## src/rtl/zoom_coord_gen.sv

```systemverilog
// Raster-order bilinear zoom DDA: emits source int coords, fractional weights and complements per destination pixel.
// Latency: first word registered one cycle after start; then one word per cycle; done one cycle after the last transfer.
// Backpressure: valid/ready; the word is held in registers while out_ready is low, and out_valid never depends on out_ready.
module zoom_coord_gen #(
    parameter int IMG_W = 12,
    parameter int FRA_W = 8
) (
    input  logic                   CLK,
    input  logic                   RSTN,
    input  logic                   start,
    input  logic [IMG_W-1:0]       src_w,
    input  logic [IMG_W-1:0]       src_h,
    input  logic [IMG_W-1:0]       dst_w,
    input  logic [IMG_W-1:0]       dst_h,
    input  logic [IMG_W+FRA_W-1:0] step_x,
    input  logic [IMG_W+FRA_W-1:0] step_y,
    output logic                   out_valid,
    input  logic                   out_ready,
    output logic [IMG_W-1:0]       x_int,
    output logic [IMG_W-1:0]       y_int,
    output logic [FRA_W-1:0]       x_fra,
    output logic [FRA_W-1:0]       y_fra,
    output logic [FRA_W:0]         x_fra_inv,
    output logic [FRA_W:0]         y_fra_inv,
    output logic                   line_end,
    output logic                   frame_end,
    output logic                   busy,
    output logic                   done
);
    localparam int ACC_W = IMG_W + FRA_W;
    localparam logic [FRA_W:0] FRA_ONE = {1'b1, {FRA_W{1'b0}}};

    typedef enum logic [1:0] {IDLE, RUN, DONE} state_t;

    typedef struct packed {
        logic [IMG_W-1:0] ip;
        logic [FRA_W-1:0] fp;
        logic [FRA_W:0]   inv;
    } coord_t;

    state_t           state, state_nxt;
    logic [IMG_W-1:0] sw, sh, dw, dh;
    logic [ACC_W-1:0] stx, sty;
    logic [ACC_W-1:0] acc_x, acc_y, acc_x_nxt, acc_y_nxt;
    logic [IMG_W-1:0] ox, oy, ox_nxt, oy_nxt;
    logic             load;
    logic [IMG_W-1:0] sel_sw, sel_sh, sel_dw, sel_dh;
    coord_t           cx, cy;

    // Split accumulator into index/weight; past the last source pixel there is no right/bottom neighbour, so pin to it.
    function automatic coord_t map_coord(input logic [ACC_W-1:0] acc, input logic [IMG_W-1:0] src);
        coord_t           c;
        logic [IMG_W-1:0] lim;
        lim  = src - 1'b1;
        c.ip = acc[ACC_W-1:FRA_W];
        c.fp = acc[FRA_W-1:0];
        if (c.ip >= lim) begin
            c.ip = lim;
            c.fp = '0;
        end
        c.inv = FRA_ONE - {1'b0, c.fp};
        return c;
    endfunction

    // While idle the word for pixel (0,0) is built from the live inputs, since they are latched on that same edge.
    assign sel_sw = (state == IDLE) ? src_w : sw;
    assign sel_sh = (state == IDLE) ? src_h : sh;
    assign sel_dw = (state == IDLE) ? dst_w : dw;
    assign sel_dh = (state == IDLE) ? dst_h : dh;

    assign cx = map_coord(acc_x_nxt, sel_sw);
    assign cy = map_coord(acc_y_nxt, sel_sh);

    assign out_valid = (state == RUN);
    assign busy      = (state == RUN);
    assign done      = (state == DONE);

    // State register.
    always_ff @(posedge CLK or negedge RSTN) begin
        if (!RSTN) state <= IDLE;
        else       state <= state_nxt;
    end

    // Next state, DDA stepping on each transfer, and the load strobe for the output word.
    always_comb begin
        state_nxt = state;
        acc_x_nxt = acc_x;
        acc_y_nxt = acc_y;
        ox_nxt    = ox;
        oy_nxt    = oy;
        load      = 1'b0;
        case (state)
            IDLE: begin
                if (start) begin
                    acc_x_nxt = '0;
                    acc_y_nxt = '0;
                    ox_nxt    = '0;
                    oy_nxt    = '0;
                    if (dst_w == '0 || dst_h == '0) begin
                        state_nxt = DONE;
                    end else begin
                        state_nxt = RUN;
                        load      = 1'b1;
                    end
                end
            end
            RUN: begin
                if (out_ready) begin
                    if (ox != dw - 1'b1) begin
                        ox_nxt    = ox + 1'b1;
                        acc_x_nxt = acc_x + stx;
                        load      = 1'b1;
                    end else if (oy != dh - 1'b1) begin
                        ox_nxt    = '0;
                        acc_x_nxt = '0;
                        oy_nxt    = oy + 1'b1;
                        acc_y_nxt = acc_y + sty;
                        load      = 1'b1;
                    end else begin
                        state_nxt = DONE;
                    end
                end
            end
            DONE:    state_nxt = IDLE;
            default: state_nxt = IDLE;
        endcase
    end

    // Frame parameters, DDA state and the registered coordinate word.
    always_ff @(posedge CLK or negedge RSTN) begin
        if (!RSTN) begin
            sw        <= '0;
            sh        <= '0;
            dw        <= '0;
            dh        <= '0;
            stx       <= '0;
            sty       <= '0;
            acc_x     <= '0;
            acc_y     <= '0;
            ox        <= '0;
            oy        <= '0;
            x_int     <= '0;
            y_int     <= '0;
            x_fra     <= '0;
            y_fra     <= '0;
            x_fra_inv <= '0;
            y_fra_inv <= '0;
            line_end  <= 1'b0;
            frame_end <= 1'b0;
        end else begin
            if (state == IDLE && start) begin
                sw  <= src_w;
                sh  <= src_h;
                dw  <= dst_w;
                dh  <= dst_h;
                stx <= step_x;
                sty <= step_y;
            end
            acc_x <= acc_x_nxt;
            acc_y <= acc_y_nxt;
            ox    <= ox_nxt;
            oy    <= oy_nxt;
            if (load) begin
                x_int     <= cx.ip;
                y_int     <= cy.ip;
                x_fra     <= cx.fp;
                y_fra     <= cy.fp;
                x_fra_inv <= cx.inv;
                y_fra_inv <= cy.inv;
                line_end  <= (ox_nxt == sel_dw - 1'b1);
                frame_end <= (ox_nxt == sel_dw - 1'b1) && (oy_nxt == sel_dh - 1'b1);
            end
        end
    end
endmodule
```

## config.mk

```make
export PLATFORM = sky130hd
export DESIGN_NAME = zoom_coord_gen
export DESIGN_NICKNAME = d
export VERILOG_FILES = /design/src/rtl/zoom_coord_gen.sv
export SDC_FILE = /design/constraint.sdc
export NUM_CORES = 1
export LEC_CHECK = 0
export CAP_MARGIN = 30
export CORE_MARGIN = 2
export CORE_UTILIZATION = 30
export DETAILED_ROUTE_END_ITERATION = 16
export HOLD_SLACK_MARGIN = 0.1
export PLACE_DENSITY_LB_ADDON = 0.12
export SLEW_MARGIN = 15
export SYNTH_ARGS = -nofsm -noshare
export SYNTH_HDL_FRONTEND = slang
export SYNTH_SLANG_ARGS = --single-unit
```

## constraint.sdc

```tcl
create_clock -name CLK -period 16.49 [get_ports CLK]
set_input_delay 2.4735 -clock CLK [delete_from_list [all_inputs] [get_ports CLK]]
set_output_delay 2.4735 -clock CLK [all_outputs]
set_load 0.005 [all_outputs]
```

==> metrics list <==
* Number of nets in the finished design: roughly 2,000
* Crit-path cells: clkdlybuf4s50_1 -> nor2_1 -> or2_2 -> nor2_1 -> o31ai_4 -> buf_4 -> a22oi_1 -> ha_1 -> nand2b_1 -> a21o_1 -> a21o_1 -> a21oi_1 -> o21ai_0 -> a221o_1 -> a31oi_2 -> buf_4 -> nand2_1 -> ha_1 -> nor2b_1 -> nand4_1 -> xnor2_1 -> o21ai_0
- Routed wire per std cell: 18.6 um
- TritonCTS created 28 clock buffers.
- Count of warnings emitted by yosys: 0
* Vias in the first global route: around 13,000
- Cell type with the highest aggregate area in the netlist: sky130_fd_sc_hd__dfrtp_1
* Placeable core area: about 0.048 mm2
* Fill cell count: 4,944
- Run status: completed
- Fraction of final layout cells sized beyond drive strength 1: 6.23%
- Summing the sequential cell areas from Yosys gives 36.2% of the chip area.
- Final setup violation count: 0
- Htree depth: 1
* CTS Root Buffer Type: sky130_fd_sc_hd__clkbuf_16
- Of the available clock period, the critical path in the final layout requires 44.9%.
- Maximum Capacitance Violations: 0
* Clock insertion delay at the later pin of the skew report: between 0.5 and 0.6 ns
* Critical-path maximum fanout: 23
- Die area: 0.0506 mm2
- The critical path ends at x_fra_inv[6].
- Crit path DAT: 7.82 ns
- Num rows: 80
* Number of standard cells after synthesis: 1,745
* Cell leakage power: 0.00786 uW
- Pin count of the biggest net entering global routing: 86
- Gates resized during post-CTS repair numbered 0.
* Number of enable-type register cells in the synthesized netlist: 0
- ANT nets after route: 0
- The critical path in this run is classified as in -> reg.
- Area of the multi-input gates: 0.00863 mm2
- Total placed cells including tap cells: 2,427
- Clk sinks: 212
- Final number of hold-violating endpoints: 0
- Min cycle time layout: 7.40 ns
- The initial antenna violation count came to 0.
* Crit end category: flop
- Crit path largest cell delay: about 0.61 ns
- End of the worst register-to-register path: x_fra_inv[6]
- PwrDens: 187 mW/mm2
* Vertical extent of the die: 225 um
- For the pin with the worst max-slew slack, the measured transition is between 0.9 and 1 ns.
- Tracing the worst setup path back leads to its startpoint at start.
- Post-route DRC violation count: 0
* Count of pins on the block boundary: 155
- Unrepaired setup endpoints after global routing: no
* CTS tree: done
- Highest achievable clock rate: about 140 MHz
* Count of TritonRoute iterations in the first routing pass: 5
- Among all flip-flop cells after synthesis, the most frequent one is sky130_fd_sc_hd__dfrtp_1.
- No sink is reached through more buffers than the 3 on the longest clock path.
- Hpwl dp: 33,800 um
- Global route overflow: 0
- Syn Nets: about 1,900
- Min-delay worst type: reg -> reg
* Logic depth of the worst register-to-register path: 25
- The finished layout holds roughly 2,500 standard cells, fillers aside.
- Vias per inst: about 5.2
- Fraction of synthesized cell area taken by the top area cell type: 36.2%
- Post-synthesis cell type count: 90
* Detailed-route via count: 12,800
- I/O Buffers: 154
- Syn-to-layout area delta: 20.0%
* Total Routing Usage GR: 18.2%
* Cell Area, Synth: 0.0146 mm2
- Registers take ~0.0053 mm2.
- The worst register-to-register path has a setup slack of 9.19 ns.
- Global-route wire length before repair: between 70,000 and 80,000 um
* Setup Total Neg Slack: 0 ns
- On the critical path, the stage with the largest delay is an instance of sky130_fd_sc_hd__a31oi_2.
- Proportion of synthesized flip-flops having asynchronous set or reset: 100%
- Cts-stage hold buffer count: 0
- The library cells used most frequently in the layout, excluding fill and tap cells, are sky130_fd_sc_hd__nand2_1 (397), sky130_fd_sc_hd__dfrtp_1 (212), sky130_fd_sc_hd__clkdlybuf4s50_1 (153).
* Max-slew violation total from the final report: 0
- Top area cells in the synthesized netlist: sky130_fd_sc_hd__dfrtp_1 (36%), sky130_fd_sc_hd__nand2_1 (10%), sky130_fd_sc_hd__ha_1 (6.2%), sky130_fd_sc_hd__xnor2_1 (4.5%), sky130_fd_sc_hd__mux2i_1 (3.8%)
- Across the VDD grid, the largest voltage drop is 0.132 mV.
- Dividing the synthesized area by the synthesized cell count gives 8.39 um2.
- For this configuration, the core starts out at a cell density of 30.5%.
- Data on the critical path is required at its endpoint by 16.91 ns.
* Worst clock skew on the final layout: 0.0197 ns
- Clock-pin slew on the worst setup and hold paths: roughly 0.06 ns
- Die Width: approximately 220 um
* Relative slew slack: a little under two fifths
- Final weighted congestion in routability-driven placement: 0.853
- Total routed wirelength: 46,000 um
- Number of storage elements in the synthesis netlist: 212
- In this run the critical register-to-register path is launched from dw[1].
- Buffers added to address setup during post-CTS repair amount to 0.
* Type of origin of the critical path: input pin
- Diode insertion count for antenna repair: 0
- After the first detailed-routing iteration, the DRC count stood at 860.
- Commonest non-fill, non-tap cell in the layout: sky130_fd_sc_hd__nand2_1
synth_stat cells, types with 14 or more instances:
cell	instances
sky130_fd_sc_hd__a21oi_1	78
sky130_fd_sc_hd__a22o_1	24
sky130_fd_sc_hd__a31oi_1	21
sky130_fd_sc_hd__and3_1	14
sky130_fd_sc_hd__buf_2	18
sky130_fd_sc_hd__clkbuf_1	53
sky130_fd_sc_hd__dfrtp_1	212
sky130_fd_sc_hd__ha_1	72
sky130_fd_sc_hd__inv_1	48
sky130_fd_sc_hd__mux2i_1	56
sky130_fd_sc_hd__nand2_1	398
sky130_fd_sc_hd__nand2b_1	15
sky130_fd_sc_hd__nand3_1	34
sky130_fd_sc_hd__nand4_1	19
sky130_fd_sc_hd__nor2_1	104
sky130_fd_sc_hd__nor2b_1	15
sky130_fd_sc_hd__nor3_1	56
sky130_fd_sc_hd__nor4_1	17
sky130_fd_sc_hd__o21ai_0	110
sky130_fd_sc_hd__o31ai_1	16
sky130_fd_sc_hd__or3_1	15
sky130_fd_sc_hd__xnor2_1	76
sky130_fd_sc_hd__xor2_1	47
through the flow:
step | setup slack, ns | area, um2 | util [%] | hold slack (ns) | power [uW]
after floorplan | 9.76 | 14600 | - | 0.445 | 2140
after global placement | 8.56 | 16600 | 34.6 | 0.456 | 2660
after detailed placement | 8.56 | 16600 | 34.6 | 0.460 | 2670
after CTS | 9.15 | 17500 | 36.6 | 0.476 | 3330
after global routing | 8.62 | 17600 | 36.6 | 0.498 | 3600
final | 9.09 | 17600 | 36.6 | 0.473 | 3290
layout make-up:
class | instances | area share, %
well taps | 615 | 4.38
repair buffers | 174 | 9.84
clock inverters | 12 | 0.926
inverters | 48 | 1.03
clock buffers | 37 | 4.52
multi-input cells | 1380 | 49.1
flip-flops and latches | 212 | 30.2
worst min-delay path by stage:
stage                         from  endpoint  slack, ns  cells past startpoint
final                     line_end  line_end       0.47                      2
after global routing         sw[0]     sw[0]       0.50                      2
after CTS                    sw[0]     sw[0]       0.48                      2
after detailed placement  line_end  line_end       0.46                      2
after global placement       sh[0]     sh[0]       0.46                      2
after floorplan              sh[0]     sh[0]       0.44                      2
power breakdown:
part           internal, uW  switching (uW)  leakage (uW)  total [uW]
Sequential              687             177       0.00275         864
Combinational           712            1080       0.00463        1790
Clock                   384             253      0.000473         637
Total                  1780            1510       0.00786        3290
state kept, by name, indices dropped and copies added (netlist names):
signal	count
acc_x	20
acc_y	20
stx	20
sty	20
dh	12
dw	12
ox	12
oy	12
sh	12
sw	12
x_int	12
y_int	12
x_fra	8
x_fra_inv	8
y_fra	8
y_fra_inv	8
state	2
frame_end	1
line_end	1
cell families after synthesis:
group / Yosys count / share of synthesized area (%)
AND/OR/NAND/NOR: 737 / 23.2
AO/OA/AOI/OAI: 380 / 17.1
flip-flops: 212 / 36.2
buffers and inverters: 153 / 5.08
XOR/XNOR: 123 / 7.36
adder cells (fa/ha/maj): 74 / 6.43
multiplexers: 66 / 4.60
worst max-delay path, delay by kind of cell:
family	cells	cell delay [ns]
AOI/OAI and AO/OA	9	2.12
xor gates and xnor gates	1	0.13
and+or+nand+nor	7	1.50
buffers and inverters	3	1.08
adders and majority gates	2	0.50
metal layers:
layer / share of wire [%] / vias to the layer above / GRT usage (%)
met4: 1.7 / 0 / 3.44
li1: - / 6314 / -
met1: 48 / 6170 / 25.9
met3: 4.3 / 53 / 2.33
met2: 46 / 296 / 29.7
met5: 0 / - / 0
No activity file was read; power rests on OpenSTA's default activity.
